### config.mk
export PLATFORM = sky130hd
export DESIGN_NAME = cfi_log_queue
export DESIGN_NICKNAME = d
export VERILOG_FILES = /design/src/rtl/cfi_pkg.sv /design/src/rtl/cfi_log_compact.sv /design/src/rtl/cfi_log_queue.sv
export SDC_FILE = /design/constraint.sdc
export NUM_CORES = 1
export LEC_CHECK = 0
export CAP_MARGIN = 25
export CORE_MARGIN = 5
export CORE_UTILIZATION = 59
export DETAILED_ROUTE_END_ITERATION = 10
export PLACE_DENSITY = 0.85
export SKIP_CTS_REPAIR_TIMING = 1
export SLEW_MARGIN = 5
export SYNTH_ARGS = -nofsm -noshare
export SYNTH_HDL_FRONTEND = slang
export SYNTH_SLANG_ARGS = --single-unit
### constraint.sdc
create_clock -name clk_i -period 10.7 [get_ports clk_i]
set_input_delay 1.07 -clock clk_i [delete_from_list [all_inputs] [get_ports clk_i]]
set_output_delay 1.07 -clock clk_i [all_outputs]
set_load 0.03 [all_outputs]
### src/rtl/cfi_pkg.sv
// Shared CFI log types: per-class flag mask, log entry layout and the
// overflow-policy encoding used by the commit-side log queue.
package cfi_pkg;

  typedef struct packed {
    logic branch;
    logic jump;
    logic call;
    logic ret;
  } cfi_flags_t;

  typedef struct packed {
    logic [31:0] pc;
    logic [31:0] target;
    cfi_flags_t  flags;
  } cfi_log_t;

  typedef enum logic {
    CFI_STALL = 1'b0,
    CFI_DROP  = 1'b1
  } cfi_overflow_e;

  // An entry survives the filter when any of its class bits is enabled.
  function automatic logic flags_hit(cfi_flags_t flags, cfi_flags_t mask);
    return (flags & mask) != '0;
  endfunction

endpackage

### src/rtl/cfi_log_compact.sv
// Filters the per-port CFI entries and packs the surviving ones into the
// low output lanes in ascending port order, reporting how many survived.
module cfi_log_compact
  import cfi_pkg::*;
#(
  parameter int NrPorts = 2
) (
  input  logic [NrPorts-1:0]             log_valid_i,
  input  cfi_log_t [NrPorts-1:0]         log_i,
  input  cfi_flags_t                     filter_i,
  output cfi_log_t [NrPorts-1:0]         comp_o,
  output logic [$clog2(NrPorts+1)-1:0]   kept_cnt_o
);

  localparam int KW = $clog2(NrPorts + 1);

  logic [NrPorts-1:0] kept;
  logic [KW-1:0]      prefix [NrPorts];

  for (genvar gi = 0; gi < NrPorts; gi++) begin : g_keep
    assign kept[gi] = log_valid_i[gi] && flags_hit(log_i[gi].flags, filter_i);
  end

  // prefix[k] is the output lane port k lands in if it is kept.
  always_comb begin
    logic [KW-1:0] run;
    run = '0;
    for (int k = 0; k < NrPorts; k++) begin
      prefix[k] = run;
      if (kept[k]) run = run + KW'(1);
    end
    kept_cnt_o = run;
  end

  always_comb begin
    comp_o = '0;
    for (int j = 0; j < NrPorts; j++) begin
      for (int k = 0; k < NrPorts; k++) begin
        if (kept[k] && prefix[k] == KW'(j)) comp_o[j] = log_i[k];
      end
    end
  end

endmodule

### src/rtl/cfi_log_queue.sv
// Multi-port CFI log queue: compacts filtered commit-side entries into a
// flop-array FIFO with either backpressure or drop-on-overflow behaviour.
module cfi_log_queue
  import cfi_pkg::*;
#(
  parameter int NrPorts  = 2,
  parameter int Depth    = 8,
  parameter int CntWidth = 16
) (
  input  logic                         clk_i,
  input  logic                         rst_i,
  input  logic                         flush_i,
  input  cfi_flags_t                   filter_i,
  input  logic                         drop_mode_i,
  input  logic [NrPorts-1:0]           log_valid_i,
  input  cfi_log_t [NrPorts-1:0]       log_i,
  output logic                         log_ready_o,
  output logic                         log_valid_o,
  output cfi_log_t                     log_o,
  input  logic                         log_ready_i,
  output logic [$clog2(Depth+1)-1:0]   usage_o,
  output logic [CntWidth-1:0]          drop_cnt_o
);

  localparam int PW = $clog2(Depth);
  localparam int UW = $clog2(Depth + 1);
  localparam int KW = $clog2(NrPorts + 1);

  cfi_log_t [NrPorts-1:0] comp;
  logic [KW-1:0]          kept_cnt;

  cfi_log_t               mem_reg [Depth];
  logic [PW-1:0]          wr_ptr_reg, rd_ptr_reg;
  logic [PW-1:0]          wr_idx [NrPorts];
  logic [UW-1:0]          usage_reg, usage_next;
  logic [UW-1:0]          free_slots, kept_u, wr_cnt, drop_now;
  logic [CntWidth-1:0]    drop_cnt_reg, drop_cnt_next;
  logic [CntWidth:0]      drop_sum;
  logic                   pop;

  cfi_log_compact #(
    .NrPorts (NrPorts)
  ) u_compact (
    .log_valid_i (log_valid_i),
    .log_i       (log_i),
    .filter_i    (filter_i),
    .comp_o      (comp),
    .kept_cnt_o  (kept_cnt)
  );

  for (genvar gi = 0; gi < NrPorts; gi++) begin : g_idx
    assign wr_idx[gi] = wr_ptr_reg + PW'(gi);
  end

  // Free space comes from the registered count only; a same-cycle pop
  // never makes room for this cycle's writes.
  always_comb begin
    free_slots  = UW'(Depth) - usage_reg;
    kept_u      = UW'(kept_cnt);
    wr_cnt      = '0;
    drop_now    = '0;
    log_ready_o = 1'b1;
    if (flush_i) begin
      wr_cnt   = '0;
      drop_now = '0;
    end else if (cfi_overflow_e'(drop_mode_i) == CFI_DROP) begin
      if (kept_u > free_slots) begin
        wr_cnt   = free_slots;
        drop_now = kept_u - free_slots;
      end else begin
        wr_cnt = kept_u;
      end
    end else begin
      log_ready_o = free_slots >= UW'(NrPorts);
      if (log_ready_o) wr_cnt = kept_u;
    end
    pop        = log_valid_o && log_ready_i && !flush_i;
    usage_next = usage_reg + wr_cnt - UW'(pop);
    drop_sum   = {1'b0, drop_cnt_reg} + (CntWidth+1)'(drop_now);
    drop_cnt_next = drop_sum[CntWidth] ? '1 : drop_sum[CntWidth-1:0];
  end

  always_ff @(posedge clk_i) begin
    if (rst_i) begin
      wr_ptr_reg   <= '0;
      rd_ptr_reg   <= '0;
      usage_reg    <= '0;
      drop_cnt_reg <= '0;
    end else if (flush_i) begin
      wr_ptr_reg <= '0;
      rd_ptr_reg <= '0;
      usage_reg  <= '0;
    end else begin
      wr_ptr_reg   <= wr_ptr_reg + PW'(wr_cnt);
      rd_ptr_reg   <= rd_ptr_reg + PW'(pop);
      usage_reg    <= usage_next;
      drop_cnt_reg <= drop_cnt_next;
    end
  end

  // Storage is not reset; occupancy alone decides what is valid.
  always_ff @(posedge clk_i) begin
    if (!rst_i && !flush_i) begin
      for (int j = 0; j < NrPorts; j++) begin
        if (UW'(j) < wr_cnt) mem_reg[wr_idx[j]] <= comp[j];
      end
    end
  end

  assign log_o       = mem_reg[rd_ptr_reg];
  assign log_valid_o = usage_reg != '0;
  assign usage_o     = usage_reg;
  assign drop_cnt_o  = drop_cnt_reg;

endmodule

### Word level (Yosys, flattened, before mapping)

Memory sizes are Yosys's and may differ from the RTL's. A register that Yosys moved wholly into a read port is not among the register bits.
Index checks and enable logic that the tools add are counted.

| storage, ports and cells | value |
|---|---|
| RAM bits | 544 |
| register bits | 26 |
| logic and storage cells | 57 |
| memories | 1 |
| bits of input ports | 147 |

Memory list:

| memory | words | width | read ports | clocked after memory_dff | write ports | line | RTL |
|---|---|---|---|---|---|---|---|
| mem_reg | 8 | 68 | 1 | 1 | 2 | cfi_log_queue.sv:32 | `cfi_log_t mem_reg [Depth];` |

| operators by class | value |
|---|---|
| equal/unequal tests | 1 |
| mux-type cells | 22 |
| $add $sub $neg | 9 |
| bitwise gates (word level) | 2 |
| order comparisons | 4 |
| reduce and logical (&&, ||, !) cells | 14 |

Operators with widths:

| kind | count |
|---|---|
| 2-to-1 mux 68 bit | 3 |
| 2-to-1 mux 4 bit | 6 |
| adder 16 x 4 -> 17 bit | 1 |
| 2-to-1 mux 16 bit | 1 |
| nonzero test 4 bit | 3 |
| 2-to-1 mux 1 bit | 9 |
| AND 4 bit | 2 |
| less-than comparator 1 x 4 -> 1 bit (first input constant) | 2 |
| logical AND 1 bit | 7 |
| adder 4 bit | 1 |
| greater-or-equal comparator 4 x 2 -> 1 bit (second input constant) | 1 |
| greater-than comparator 2 x 4 -> 1 bit | 1 |
| 2-to-1 mux 2 bit | 2 |
| subtractor 2 x 4 -> 4 bit | 1 |
| subtractor 4 x 1 -> 4 bit | 1 |
| subtractor 4 bit (first input constant) | 1 |
| adder 3 x 1 -> 3 bit | 1 |
| adder 3 x 1 -> 3 bit (second input constant) | 1 |
| adder 3 bit | 1 |
| 2-to-1 mux 3 bit | 1 |
| adder 1 x 1 -> 2 bit (second input constant) | 1 |
| == test 2 x 1 -> 1 bit (second input constant) | 1 |
| logical NOT 1 bit | 2 |
| logical NOT 2 bit | 1 |
| OR reduction 2 bit | 1 |

### Logic depth before layout (Yosys ltp)

Gate-level depths: netlist (run 1).

| logic depth | value |
|---|---|
| depth in word-level cells | 14 |
| gate-level depth with buffers | 19 |

### Hierarchy

A second synthesis (run 1) with hierarchy kept.

| second synthesis, totals | value |
|---|---|
| cells, all modules | 1810 |
| area total of the unflattened synthesis | 30295.3 um^2 |

By module, submodules not included:

| module | area an instance (um^2) | sequential area each (um^2) | times used | cells an instance |
|---|---|---|---|---|
| cfi_log_queue | 28894.0 | 16856.2 | 1 | 1631 |
| cfi_log_compact | 1401.3 | 0.0 | 1 | 179 |

### Worst setup path after synthesis (run 1)

Ideal clock, no wire load.

| timing path | value |
|---|---|
| path kind | input -> register |
| start | input log_i[2] in the netlist's numbering |
| end | memory mem_reg[0][0] in the netlist's numbering (enable) |
| arrival time | 8.460 ns |
| data required time | 10.105 ns |
| stages on the path | 13 |
| slack | 1.645 ns |
| path through | a22oi_1 a21boi_1 clkbuf_1 ha_1 inv_1 ha_1 fa_1 nor2b_1 nand4_1 a22oi_2 buf_4 o31ai_1 o31ai_1 |

RTL lines:

| item | line | RTL |
|---|---|---|
| from (decl) | cfi_log_queue.sv:16 | `input cfi_log_t [NrPorts-1:0] log_i,` |
| to (decl) | cfi_log_queue.sv:32 |  |

==> impl_metrics.ini, run 1 <==
[outcome]
outcome = completed

[grt]
gr-usage-all-layers = 0.275
grt_pass1_wl_mm = 114
overflow = 0
antenna_found_initial = 0
grt_max_degree = 121
grt_pass1_vias = 19100

[layout]
mostFrequentLayoutCells = mux2i_1, edfxtp_1, clkdlybuf4s50_1, mux4_2, nand2_1
syn_to_final_growth_pct = 16.1
final_common_cell = mux2i_1
largest_reg_flops = 544
drive_gt1_frac = 0.162
antennaDiodeCount = 0
fill_cells = 3219
num-nets-final = 2219
design_area_um2 = 34200

[critical_path]
start_kind = input pin
r2r-end = mem_reg[1][32]
critPathArrivalTime_ns = 6.99
cp_max_fo = 53
r2r_start = usage_o[0]
worstSetupEndpointType = flop
endpoint = mem_reg[1][32]
critical_path_class = input pin to flop
critPathRequiredTime_ns = 10.92
reg2reg_depth = 9
ff2ff_setup_slack_ns = 5.55
startpoint = log_i[70]

[timing]
skew_ns = 0.0126
worst_slew_pin_slew_ns = 1.13
fin_crit_sh = 0.633
setup_ws_ns = 3.93
rsz0062_at_grt = no
setup_viol = 0
period_needed_ns = 6.77
relSlewSlack = 0.245
finalMaxSlewViolations = 0
max_freq_ghz = 0.148
hold_violations = 0
tns_ns = 0

[floorplan]
initial_core_util = 0.592
core_area_um2 = 49800
die_area_um2 = 54500
die_w_um = 234
row_count = 82
io_pins = 237
die_h_um = 234

[clock_tree]
htree_num_levels = 2
numCtsBuffers = 57
cts_sinks = 570
insertion_delay_ns = 0.61
path_clk_slew_ns = 0.06
cts_tree = built
ctsRootBufferMaster = clkbuf_16
ctsLongestPathBuffers = 3

[yosys]
synthesis.area_um2 = 29500
synth_nets = 2030
synth_seq_cells = 570
synth_sequential_area_ratio = 0.572
synth-edff-count = 544
synthArstFlopShare = 0
synth_top_area_cell = edfxtp_1
syn_avg_cell_area_um2 = 15.9
synth_area_leaders = edfxtp_1, mux2i_1, mux4_2, mux2_2, a22oi_1
ys.warnings.count = 0
ys_types = 51
synth_cells = 1858
synth_ff_type = edfxtp_1
synth_top_area_share = 0.554

[drt]
ant_nets = 0
via_count = 18000
drt_first_pass_iters = 6
drt-total-wl_mm = 75.0
routed_via_density = 6.53
drc = 0
drtIter0Drc = 1854
wl_per_cell_um = 27.1

[placement]
routabilityCongestion = 0.805
hpwl_mm = 44.6
post_dp_cell_area_um2 = 32400
io_buffers = 236
post-place-ws_ns = 3.29

[pwr]
power_density_nw_per_um2 = 162
p_leak_nw = 12.4
power_w = 0.00554
ir_drop_mv = 0.167

[worst_hold_path]
min_path_type = flop to flop

[run]
cap_violations = 0
==> final cells by class <==
cell class                 instances  area, um^2  area share
sequential                       570       16900       0.493
multi-input combinational       1126       12000       0.349
timing repair buffer             269        2690      0.0787
clock buffer                      71        1480      0.0432
tap                              672         841      0.0246
clock inverter                    31         287     0.00838
inverter                          23        86.3     0.00252
==> critical path: stages <==
cell and delay [ns]:
clkdlybuf4s50_1 0.46, a22oi_1 0.55, a21boi_0 0.44, ha_4 0.39
inv_1 0.05, ha_1 0.21, fa_1 0.42, nor2b_1 0.30
nand4_1 0.16, a22oi_2 0.66, nand3_4 0.77, o31ai_4 0.54
buf_4 0.90
==> worst min path at each step <==
| stage | startpoint | endpoint | slack (ns) | cells past startpoint |
|---|---|---|---|---|
| after detailed placement | drop_cnt_o[2] | drop_cnt_o[2] | 0.49 | 2 |
| after CTS | drop_cnt_o[0] | drop_cnt_o[0] | 0.50 | 2 |
| after global placement | drop_cnt_o[2] | drop_cnt_o[2] | 0.48 | 2 |
| final | drop_cnt_o[2] | drop_cnt_o[2] | 0.49 | 2 |
| after global routing | drop_cnt_o[3] | drop_cnt_o[3] | 0.53 | 2 |
| after floorplan | rd_ptr_reg[1] | rd_ptr_reg[1] | 0.55 | 2 |
==> per-layer routing <==
layer / global-route usage / up-vias / wire length, um
li1: - / 7741 / -
met1: 0.368 / 9244 / 28600
met2: 0.455 / 913 / 37200
met3: 0.0622 / 145 / 6900
met4: 0.0852 / 0 / 2310
met5: 0 / - / 0
==> synth_stat cells (6+ instances only) <==
master	count
o21bai_1	6
mux2i_1	546
ha_1	21
buf_1	8
buf_4	21
a21oi_1	12
a22oi_1	72
nor2_1	19
o21ai_0	6
mux2_2	68
xor2_1	12
dfxtp_1	26
and2_1	6
inv_1	23
nand2_1	75
edfxtp_1	544
nor2b_1	72
nand3_1	13
buf_6	8
buf_2	30
mux4_2	136
xnor2_1	6
clkbuf_1	66
==> power by group <==
group / leakage (nW) / switching, W / internal, W
combinational: 6.29 / 0.000576 / 0.000430
sequential: 5.21 / 0.0000341 / 0.00257
clock: 0.849 / 0.000831 / 0.00110
total: 12.4 / 0.00144 / 0.00410
==> stage by stage <==
stage | instances | util | hold slack (ns)
floorplan | 1858 | - | 0.549
global placement | 2655 | 0.650 | 0.484
detailed placement | 2659 | 0.651 | 0.490
CTS | 2761 | 0.687 | 0.503
global route | 2762 | 0.687 | 0.529
finish | 2762 | 0.687 | 0.495
==> logic make-up after synthesis <==
family / synth area share
multiplexers: 0.315
flip-flops: 0.572
AND/OR/NAND/NOR: 0.0363
buffers and inverters: 0.0291
AO/OA/AOI/OAI: 0.0301
adder cells (fa/ha/maj): 0.0116
XOR/XNOR: 0.00535
other: 0.000255
(Power assumes the default switching activity.)
==> inputs of run 2 (changes only) <==
==> constraint.sdc (replaced) <==
create_clock -name clk_i -period 6.9 [get_ports clk_i]
set_input_delay 0.69 -clock clk_i [delete_from_list [all_inputs] [get_ports clk_i]]
set_output_delay 0.69 -clock clk_i [all_outputs]
set_load 0.03 [all_outputs]
==> run 2 against run 1 <==
- global-route usage is 0.19 points higher
- sequential cell count did not move
- clock power rose by 58%
- clock skew is 0.016 ns higher
- worst setup slack lost 2.6 ns
- total power is 56% higher
- die area did not move
- largest power group unchanged
- highest routed layer unchanged
==> impl_metrics.ini, run 2 (synthesis gave the netlist of run 1 again) <==
[layout]
largest_reg_flops = 544
syn_to_final_growth_pct = 16.5
layout.cells.non_filler = 2771
num-nets-final = 2224
antennaDiodeCount = 0
mostFrequentLayoutCells = mux2i_1, edfxtp_1, clkdlybuf4s50_1, mux4_2, nand2_1
drive_gt1_frac = 0.165
final_common_cell = mux2i_1
design_area_um2 = 34300

[drt]
drt-total-wl_mm = 75.7
wl_per_cell_um = 27.3
drc = 0
drt_first_pass_iters = 6
routed_via_density = 6.51
via_count = 18000
drtIter0Drc = 1971
ant_nets = 0

[worst_hold_path]
hold_end = drop_cnt_o[0]
min_path_type = flop to flop
hold_start = drop_cnt_o[0]
holdPathStages = 2

[timing]
max_freq_ghz = 0.179
skew_ns = 0.0289
rsz0062_at_grt = no
period_needed_ns = 5.60
relSlewSlack = 0.253
setup_ws_ns = 1.30
finalMaxSlewViolations = 0
hold_violations = 0
worst_slew_pin_slew_ns = 1.12
tns_ns = 0
setup_viol = 0
fin_crit_sh = 0.811

[critical_path]
critical_path_class = input pin to flop
critPathRequiredTime_ns = 7.17
r2r_start = usage_o[0]
cp_num_cells = 13
path_buf_inv = 3
crit_family = compound AO/OA/AOI/OAI gates
crit_slowest_cell = a21boi_0
startpoint = log_i[70]
reg2reg_depth = 9
worstSetupEndpointType = flop
start_kind = input pin
r2r-end = mem_reg[3][1]
critPathMaxStageDelay_ns = 0.75
path_cells = clkdlybuf4s50_1, a22oi_1, a21boi_0, ha_4, inv_1, ha_1, fa_1, nor2b_1, nand4_1, a22oi_2, and4_4, o21bai_4, buf_12
critPathArrivalTime_ns = 5.86
cp_max_fo = 50
ff2ff_setup_slack_ns = 2.40

[placement]
post-place-ws_ns = 0.759
hpwl_mm = 43.5
io_buffers = 236
dp.cells = 2666
routabilityCongestion = 0.848
post_dp_cell_area_um2 = 32500

[grt]
gr-usage-all-layers = 0.277
grt_pass1_wl_mm = 115
antenna_found_initial = 0
grt_max_degree = 82
overflow = 0
grt_pass1_vias = 19100

[outcome]
outcome = completed

[clock_tree]
path_clk_slew_ns = 0.06
cts_sinks = 570
numCtsBuffers = 56
htree_num_levels = 2
ctsRootBufferMaster = clkbuf_16
insertion_delay_ns = 0.63
ctsLongestPathBuffers = 3
cts_tree = built

[floorplan]
die_h_um = 234
die_w_um = 234
row_count = 82
die_area_um2 = 54500
initial_core_util = 0.592
core_area_um2 = 49800
io_pins = 237

[pwr]
ir_drop_mv = 0.211
power_density_nw_per_um2 = 252
p_leak_nw = 12.4

[run]
cap_violations = 0
-- run 2: worst max path at each step --
stage	slack, ns	endpoint
after floorplan	0.14	mem_reg[6][0]
after global placement	1.02	mem_reg[3][49]
after detailed placement	0.76	mem_reg[3][46]
after CTS	1.40	mem_reg[3][1]
after global routing	1.16	mem_reg[3][1]
final	1.30	mem_reg[3][1]
-- run 2: power by group --
part,switching (W),internal [W]
logic,0.000901,0.000673
clock network,0.00132,0.00173
registers,0.0000572,0.00398
total,0.00228,0.00639
-- run 2: per-layer routing --
layer / vias to the layer above / GRT usage / wire [um]
met5: - / 0 / 0
met4: 0 / 0.0863 / 2230
met3: 164 / 0.0552 / 7230
met2: 937 / 0.468 / 38000
met1: 9194 / 0.367 / 28300
li1: 7752 / - / -
-- run 2: layout make-up --
class | instances | area, um^2
fill | 3232 | 15400
clock inverter | 31 | 335
timing repair buffer | 275 | 2780
sequential | 570 | 16900
tap | 672 | 841
inverter | 23 | 86.3
multi-input combinational | 1126 | 12000
clock buffer | 74 | 1470
-- run 2: worst reg2reg max path, cell delays in order (launching register included) --
cell      delay (ns)
dfxtp_1         0.47
inv_1           0.11
ha_1            0.37
fa_1            0.42
nor2b_1         0.32
nand4_1         0.18
a22oi_2         0.74
and4_4          0.64
o21bai_4        0.44
buf_12          0.40
-- run 2: through the flow --
stage,utilization,power [W],hold WS (ns)
after CTS,0.690,0.00868,0.502
after detailed placement,0.654,0.00567,0.490
final,0.690,0.00866,0.497
after floorplan,-,0.00509,0.549
after global routing,0.690,0.00895,0.522
after global placement,0.654,0.00561,0.483
==> inputs of run 3 (changes only) <==
--- a/config.mk
+++ b/config.mk
@@ -7,9 +7,9 @@
 export LEC_CHECK = 0
 export CAP_MARGIN = 25
 export CORE_MARGIN = 5
-export CORE_UTILIZATION = 59
+export CORE_UTILIZATION = 53
 export DETAILED_ROUTE_END_ITERATION = 10
-export PLACE_DENSITY = 0.85
+export PLACE_DENSITY = 0.81
 export SKIP_CTS_REPAIR_TIMING = 1
 export SLEW_MARGIN = 5
 export SYNTH_ARGS = -nofsm -noshare
==> constraint.sdc (replaced) <==
create_clock -name clk_i -period 5.05 [get_ports clk_i]
set_input_delay 0.505 -clock clk_i [delete_from_list [all_inputs] [get_ports clk_i]]
set_output_delay 0.505 -clock clk_i [all_outputs]
set_load 0.03 [all_outputs]
==> run 3 against run 2 <==
- worst hold slack gained 0.015 ns
- first-iteration DRC count is 18% lower
- clock power up 33%
- sequential cell count unchanged
- sequential power is 37% higher
- worst setup slack got worse by 0.59 ns
- via count rose by 0.44%
- routed wire length increased by 0.65%
- register-to-register slack lost 0.95 ns
- final cell count increased by 5.3%
- die area increased by 11%
- critical path type unchanged
- critical endpoint is now usage_o[3]
- largest cell class unchanged
- highest routed layer is now met5
==> impl_metrics.ini, run 3 (synthesis gave the netlist of run 1 again) <==
[outcome]
outcome = completed

[timing]
setup_ws_ns = 0.710
worst_slew_pin_slew_ns = 0.909
rsz0062_at_grt = no
fin_crit_sh = 0.859
hold_violations = 0
relSlewSlack = 0.394
setup_viol = 0
whs_ns = 0.512
finalMaxSlewViolations = 0
period_needed_ns = 4.34
skew_ns = 0.0237
max_freq_ghz = 0.230

[layout]
largest_reg_flops = 544
design_area_um2 = 35200
drive_gt1_frac = 0.191
syn_to_final_growth_pct = 19.3
post-route-util = 0.638
layout.cells.non_filler = 2917
antennaDiodeCount = 0
final_common_cell = mux2i_1
num-nets-final = 2293
mostFrequentLayoutCells = mux2i_1, edfxtp_1, clkdlybuf4s50_1, mux4_2, buf_4

[floorplan]
row_count = 86
core_area_um2 = 55100
die_area_um2 = 60400
die_h_um = 246
die_w_um = 246
io_pins = 237
initial_core_util = 0.535

[critical_path]
crit_slowest_cell = clkdlybuf4s50_1
critical_path_class = input pin to flop
reg2reg_depth = 15
start_kind = input pin
critPathMaxStageDelay_ns = 0.54
startpoint = log_i[70]
worstSetupEndpointType = flop
r2r_start = usage_o[0]
critPathRequiredTime_ns = 5.54
cp_max_fo = 3
critPathArrivalTime_ns = 4.83
path_cells = clkdlybuf4s50_1, a22oi_1, buf_4, a21boi_0, buf_4, ha_4, inv_1, ha_1, fa_1, nor2b_2, buf_4, nand4_1, a22oi_2, nand2b_1, ha_1, inv_1, ha_1, a21o_1, a21oi_1, xnor2_1, nor2_1

[drt]
ant_nets = 0
drt-total-wl_mm = 76.2
drtIter0Drc = 1615
wl_per_cell_um = 26.1
drt_first_pass_iters = 5
via_count = 18100
routed_via_density = 6.21
drc = 0

[grt]
grt_max_degree = 69
overflow = 0
gr-usage-all-layers = 0.249
grt_pass1_wl_mm = 116
grt_pass1_vias = 19300
antenna_found_initial = 2

[placement]
dp.cells = 2809
post-place-ws_ns = 0.140
hpwl_mm = 45.0
io_buffers = 236
routabilityCongestion = 0.845
post_dp_cell_area_um2 = 33400

[clock_tree]
insertion_delay_ns = 0.62
cts_tree = built
path_clk_slew_ns = 0.06
ctsLongestPathBuffers = 3
ctsRootBufferMaster = clkbuf_16
numCtsBuffers = 57
htree_num_levels = 2
cts_sinks = 570

[worst_hold_path]
holdPathStages = 2
hold_start = drop_cnt_o[2]
min_path_type = flop to flop

[run]
cap_violations = 0

[pwr]
power_density_nw_per_um2 = 337
p_leak_nw = 12.8
ir_drop_mv = 0.271
## run 3: worst max-delay path: cells and delay by family
| kind | cells | cell delay (ns) |
|---|---|---|
| simple gates | 4 | 0.47 |
| compound gates | 5 | 1.05 |
| xor+xnor | 1 | 0.15 |
| fa+ha+maj | 5 | 1.50 |
| buf+inv | 6 | 1.14 |
## run 3: layer usage
metal / track usage / wire length, um / vias up
li1: - / - / 7907
met2: 0.409 / 37400 / 855
met4: 0.0688 / 1910 / 4
met1: 0.334 / 29500 / 9240
met3: 0.0641 / 7470 / 121
met5: 0 / 27 / -
## run 3: worst paths after layout
path         slack (ns)            end
max                0.71     usage_o[3]
min reg2reg        0.51  drop_cnt_o[2]
min                0.51  drop_cnt_o[2]
max reg2reg        1.45     usage_o[3]
## run 3: area by class of cell
cell class                      count  area (um^2)
Fill cell                        3935        19900
Sequential cell                   570        16900
Multi-Input combinational cell   1126        12000
Timing Repair Buffer              343         3550
Clock buffer                       71         1500
Tap cell                          748          936
Clock inverter                     36          272
Inverter                           23         86.3
## run 3: per-stage QoR
stage / total power, W / setup TNS, ns
2_1_floorplan: 0.00696 / -1.03
3_3_place_gp: 0.00777 / 0
3_5_place_dp: 0.00784 / 0
4_1_cts: 0.0119 / 0
5_1_grt: 0.0123 / 0
6_report: 0.0118 / 0
## run 3: report_power, final
group	internal (W)	switching [W]
Sequential	0.00544	0.0000756
Combinational	0.00100	0.00124
Clock	0.00230	0.00178
Total	0.00874	0.00309
